<file path="src/rtl/aes_pkg.sv">
// Shared widths and types for the byte-serial AES datapath.
// Column words carry WORD_BYTES bytes, most significant byte first.
package aes_pkg;

    localparam int BYTE_W        = 8;
    localparam int WORD_BYTES    = 4;
    localparam int AES_BLK_WORDS = 4;

    typedef logic [BYTE_W-1:0]            aes_byte_t;
    typedef logic [WORD_BYTES*BYTE_W-1:0] aes_word_t;

endpackage

</file>
<file path="src/rtl/aes_ps_seq.sv">
// Load/shift sequencer for the 4-byte parallel-to-serial column converter.
// Frames the converter's byte stream into AES blocks for the serial stage.
module aes_ps_seq #(
    parameter int WORDS_PER_BLK = aes_pkg::AES_BLK_WORDS,
    parameter int BYTE_W        = aes_pkg::BYTE_W
) (
    input  logic                clk,
    input  logic                rst,
    input  logic                flush,
    input  logic                word_valid,
    input  logic [4*BYTE_W-1:0] word_data,
    output logic                word_ready,
    input  logic [BYTE_W-1:0]   sin_byte,
    input  logic                sink_ready,
    output logic                conv_pld,
    output logic [4*BYTE_W-1:0] conv_pdin,
    output logic [BYTE_W-1:0]   conv_din,
    output logic                byte_valid,
    output logic                byte_first,
    output logic                byte_last,
    output logic                blk_done,
    output logic                busy
);
    import aes_pkg::*;

    localparam int WC_W =
        (WORDS_PER_BLK > 1) ? $clog2(WORDS_PER_BLK) : 1;
    localparam logic [WC_W-1:0] WC_LAST = WC_W'(WORDS_PER_BLK - 1);
    localparam logic [1:0]      IDX_LAST = 2'(WORD_BYTES - 1);

    logic [1:0]      sh_cnt;
    logic [WC_W-1:0] word_cnt;
    logic            accept;
    logic [1:0]      idx;
    logic            last_word;

    assign word_ready = sink_ready & (sh_cnt == 2'd0) & ~flush;
    assign accept     = word_valid & word_ready;
    assign idx        = accept ? 2'd0 : sh_cnt;
    assign last_word  = (word_cnt == WC_LAST);

    // The converter sees the load in the accept cycle itself.
    assign conv_pld  = accept;
    assign conv_pdin = word_data;
    assign conv_din  = sin_byte;

    assign byte_valid = accept | (sh_cnt != 2'd0);
    assign byte_first = accept & (word_cnt == '0);
    assign byte_last  = byte_valid & (idx == IDX_LAST) & last_word;
    assign busy       = (sh_cnt != 2'd0) | (word_cnt != '0);

    always_ff @(posedge clk or posedge rst) begin
        if (rst) begin
            sh_cnt   <= 2'd0;
            word_cnt <= '0;
            blk_done <= 1'b0;
        end else if (flush) begin
            sh_cnt   <= 2'd0;
            word_cnt <= '0;
            blk_done <= 1'b0;
        end else begin
            blk_done <= byte_last;
            // A started word always runs its remaining bytes out.
            if (accept)
                sh_cnt <= 2'd1;
            else if (sh_cnt != 2'd0)
                sh_cnt <= sh_cnt + 2'd1;
            if (sh_cnt == IDX_LAST)
                word_cnt <= last_word ? '0 : word_cnt + WC_W'(1);
        end
    end

endmodule

</file>
<file path="config.mk">
export PLATFORM = sky130hd
export DESIGN_NAME = aes_ps_seq
export DESIGN_NICKNAME = d
export VERILOG_FILES = /design/src/rtl/aes_pkg.sv /design/src/rtl/aes_ps_seq.sv
export SDC_FILE = /design/constraint.sdc
export NUM_CORES = 1
export LEC_CHECK = 0
export ABC_AREA = 1
export CORE_MARGIN = 2
export CORE_UTILIZATION = 24
export DETAILED_ROUTE_END_ITERATION = 8
export PLACE_DENSITY = 0.83
export SLEW_MARGIN = 20
export SYNTH_ARGS = -nofsm -noshare
export SYNTH_HDL_FRONTEND = slang
export SYNTH_SLANG_ARGS = --single-unit
</file>
<file path="constraint.sdc">
create_clock -name clk -period 1.8 [get_ports clk]
set_input_delay 0.45 -clock clk [delete_from_list [all_inputs] [get_ports clk]]
set_output_delay 0.45 -clock clk [all_outputs]
set_load 0.005 [all_outputs]
</file>
==> qor.csv <==
stage;metric;value;unit
critical_path;WP buf/inv;4;
yosys;most used flip-flop cell after synthesis;dfrtp_1;
yosys;Post-synth ARST share;100;%
clocking;Inserted Clock Buffers;3;
clocking;Hold Buf Count CTS;0;
detailed_routing;via count;415;
critical_path;Setup CP Type;flop to output port;
sta;final worst-path cycle share;99.3;%
yosys;largest area contributor in the netlist;buf_4;
cells_and_area;FILL cells;283;
floorplanning;Die Ht;56.0;µm
pwr;VDD IR max;0.452;mV
sta;Hold WS;424;ps
sta;slew at the pin closest to its max-slew limit;206;ps
sta;clk_skew;1.77;ps
pwr;Pwr Density;1060;mW/mm²
pwr;Comb power frac;62.4;%
clocking;H-tree levels;1;
sta;Final Hold Viols;0;
pwr;Flop pwr share;20.3;%
pwr;Leak;0.389;nW
detailed_routing;Residual DRC;0;
yosys;count leader, synth;buf_4;
pwr;Sw Share;34.7;%
cells_and_area;Area Overhead vs Synth;9.65;%
global_routing;largest net degree at the start of global routing;6;
clocking;Clk Latency, worst-skew pair;240;ps
yosys;Seq cells post-synth;5;
placement;number of I/O port buffers;11;
yosys;top cell type's share of synthesized area;47.5;%
yosys;post-synthesis sequential area ratio;19.3;%
sta;RSZ-0062 raised after global routing;yes;
critical_path;Crit path max-delay family;flip-flops;
placement;routability congestion estimate;0.791;
critical_path;CP arrival;1340;ps
sta;Fmax achieved;0.559;GHz
cells_and_area;share of layout cells above drive strength 1;54.1;%
global_routing;initial antenna violation count;0;
sta;minimum clock period;1790;ps
detailed_routing;Via density;3.99;
floorplanning;Cell Rows;18;
cells_and_area;# nets final;125;
critical_path;CP max FO;2;
pwr;internal power;0.490;mW
clocking;CTS tree;done;
global_routing;Tot GR Track Use;9.07;%
floorplanning;Die Span X;56.0;µm
flow_run;MaxCap Viol Count;0;
detailed_routing;total wire length;1440;µm
critical_path;critical path data required time;1350;ps
clocking;Max clock buf depth;2;
critical_path;critical path's largest stage delay;400;ps
critical_path;Crit-path slowest cell;dfrtp_1;
clocking;Sink Count;5;
outcome;outcome;completed;
detailed_routing;initial DRC count;6;
yosys;EDFF count, synth;0;
detailed_routing;routed length per placed instance;13.8;µm
critical_path;crit path cell chain;buf_6 -> inv_4 -> ha_4 -> buf_6 -> nand2_2 -> nor2_2 -> buf_2;
cells_and_area;ANT cells;0;
cells_and_area;Final Util;28.2;%
yosys;most instantiated cells after synthesis;buf_4 (41), inv_1 (9), nand2_1 (6);
yosys;Ys Warns;0;
sta;Slew HR;86.2;%
global_routing;Overflow after GRT;0;
floorplanning;full die area;0.00313;mm²
critical_path;crit end category;output port;
critical_path;nature of the critical path startpoint;flop;
sta;fin. max-slew vios;0;
detailed_routing;1st-pass router iterations;2;
sta;setup violators final;0;
min_path;hold crit path type;input pin to asynchronous set/reset pin;
floorplanning;Core Region;0.00252;mm²
clocking;root buffer cell;clkbuf_4;
clocking;Clock Pin Slew Worst Setup and Hold Paths;40;ps
pwr;clock share of power;17.4;%
critical_path;cell mode on critical path;buf_6;
detailed_routing;antenna-violating nets left;0;
yosys;top post-synthesis cells by area;buf_4 (47%), dfrtp_1 (19%), ha_1 (9.7%);
yosys;syn_nets;131;
critical_path;R2R Setup Slk;100;ps
yosys;Syn Std Cell Area;648;µm²
global_routing;vias in the first global route;425;
floorplanning;IO Pins;92;
global_routing;global-route wire length before repair;2160;µm
placement;DPL Wire Length;965;µm
floorplanning;Initial Utilization;25.7;%
yosys;synth unique cells;15;
yosys;Avg Cell Area, Syn;8.00;µm²
yosys;Cells after Synth;81;
pwr;sw power;0.261;mW
-- power groups by stage --
stage	clock, mW	combinational (mW)	sequential [mW]
after floorplan	0	0.224	0.153
after global placement	0	0.297	0.145
after detailed placement	0	0.302	0.147
after CTS	0.138	0.349	0.148
after global routing	0.144	0.510	0.154
final	0.131	0.468	0.152
-- final cells by class --
class                      count  area (µm²)  area share [%]
clock buffer                   4        26.3            3.70
timing repair buffer          30         256            36.1
sequential                     5         125            17.6
inverter                      10        40.0            5.63
multi-input combinational     25         225            31.7
tap                           30        37.5            5.28
-- cell families after synthesis --
| group | after synthesis | synth area share [%] |
|---|---|---|
| buf+inv | 51 | 53.3 |
| flops | 5 | 19.3 |
| xor+xnor | 1 | 1.35 |
| compound gates | 3 | 2.32 |
| simple gates | 16 | 14.1 |
| fa+ha+maj | 5 | 9.65 |
-- layout by cell type, fill, tap and decap left out, types with 2 or more instances in the layout --
| cell type | Yosys | routed |
|---|---|---|
| buf_6 | 0 | 7 |
| o21ai_1 | 2 | 2 |
| nand2_1 | 6 | 2 |
| ha_4 | 0 | 2 |
| ha_1 | 5 | 3 |
| inv_1 | 9 | 7 |
| buf_2 | 0 | 2 |
| nand2_2 | 0 | 3 |
| nand3_1 | 2 | 2 |
| nor2_2 | 0 | 3 |
| dfrtp_1 | 5 | 5 |
| inv_2 | 1 | 2 |
| buf_4 | 41 | 13 |
| dlygate4sd2_1 | 0 | 4 |
| clkbuf_4 | 0 | 3 |
| clkdlybuf4s50_1 | 0 | 2 |
-- worst reg2reg max path: cells and delay by family (launching register included) --
| family | cells | cell delay, ps |
|---|---|---|
| AND/OR/NAND/NOR | 2 | 130 |
| flip-flops | 1 | 380 |
| adder cells (fa/ha/maj) | 1 | 130 |
| buffers and inverters | 8 | 990 |
-- repair_timing --
action	CTS	global route
setup endpoints to repair	6	7
pin swaps	2	6
hold endpoints to repair	0	0
setup buffers	11	4
resized for setup	25	18
-- flip-flops by register name, indices dropped and copies added, names as in the netlist --
name / count
word_cnt: 2
blk_done: 1
sh_cnt: 2
-- per-stage QoR --
step	setup WS [ps]	power [mW]	setup TNS (ps)	std cells	area, µm²
final	11.8	0.751	0	104	711
after global routing	-63.8	0.808	-223	104	711
after CTS	-79.0	0.635	-178	102	648
after detailed placement	-349	0.449	-1300	87	533
after global placement	-340	0.442	-1260	87	533
after floorplan	364	0.376	0	81	648
-- final timing paths --
check,endpoint,depth (start not counted),startpoint
setup / recovery,word_ready,7,sh_cnt[0]$_DFFE_PP0P_
hold / removal,sh_cnt[1]$_DFFE_PP0P_,2,rst
setup reg to reg,blk_done$_DFF_PP0_,11,sh_cnt[0]$_DFFE_PP0P_
hold reg to reg,word_cnt[1]$_DFFE_PP0P_,2,word_cnt[1]$_DFFE_PP0P_
max in group asynchronous,word_cnt[1]$_DFFE_PP0P_,2,rst
min in group clk,word_cnt[1]$_DFFE_PP0P_,2,word_cnt[1]$_DFFE_PP0P_
-- per-layer routing --
metal / GRT usage (%) / part of all wire [%] / up-vias
li1: - / - / 192
met1: 7.62 / 30 / 178
met4: 6.46 / 3.0 / 0
met3: 7.21 / 15 / 12
met5: 0 / 0 / -
met2: 14.3 / 52 / 33
Power figures use the tool's default switching activity.
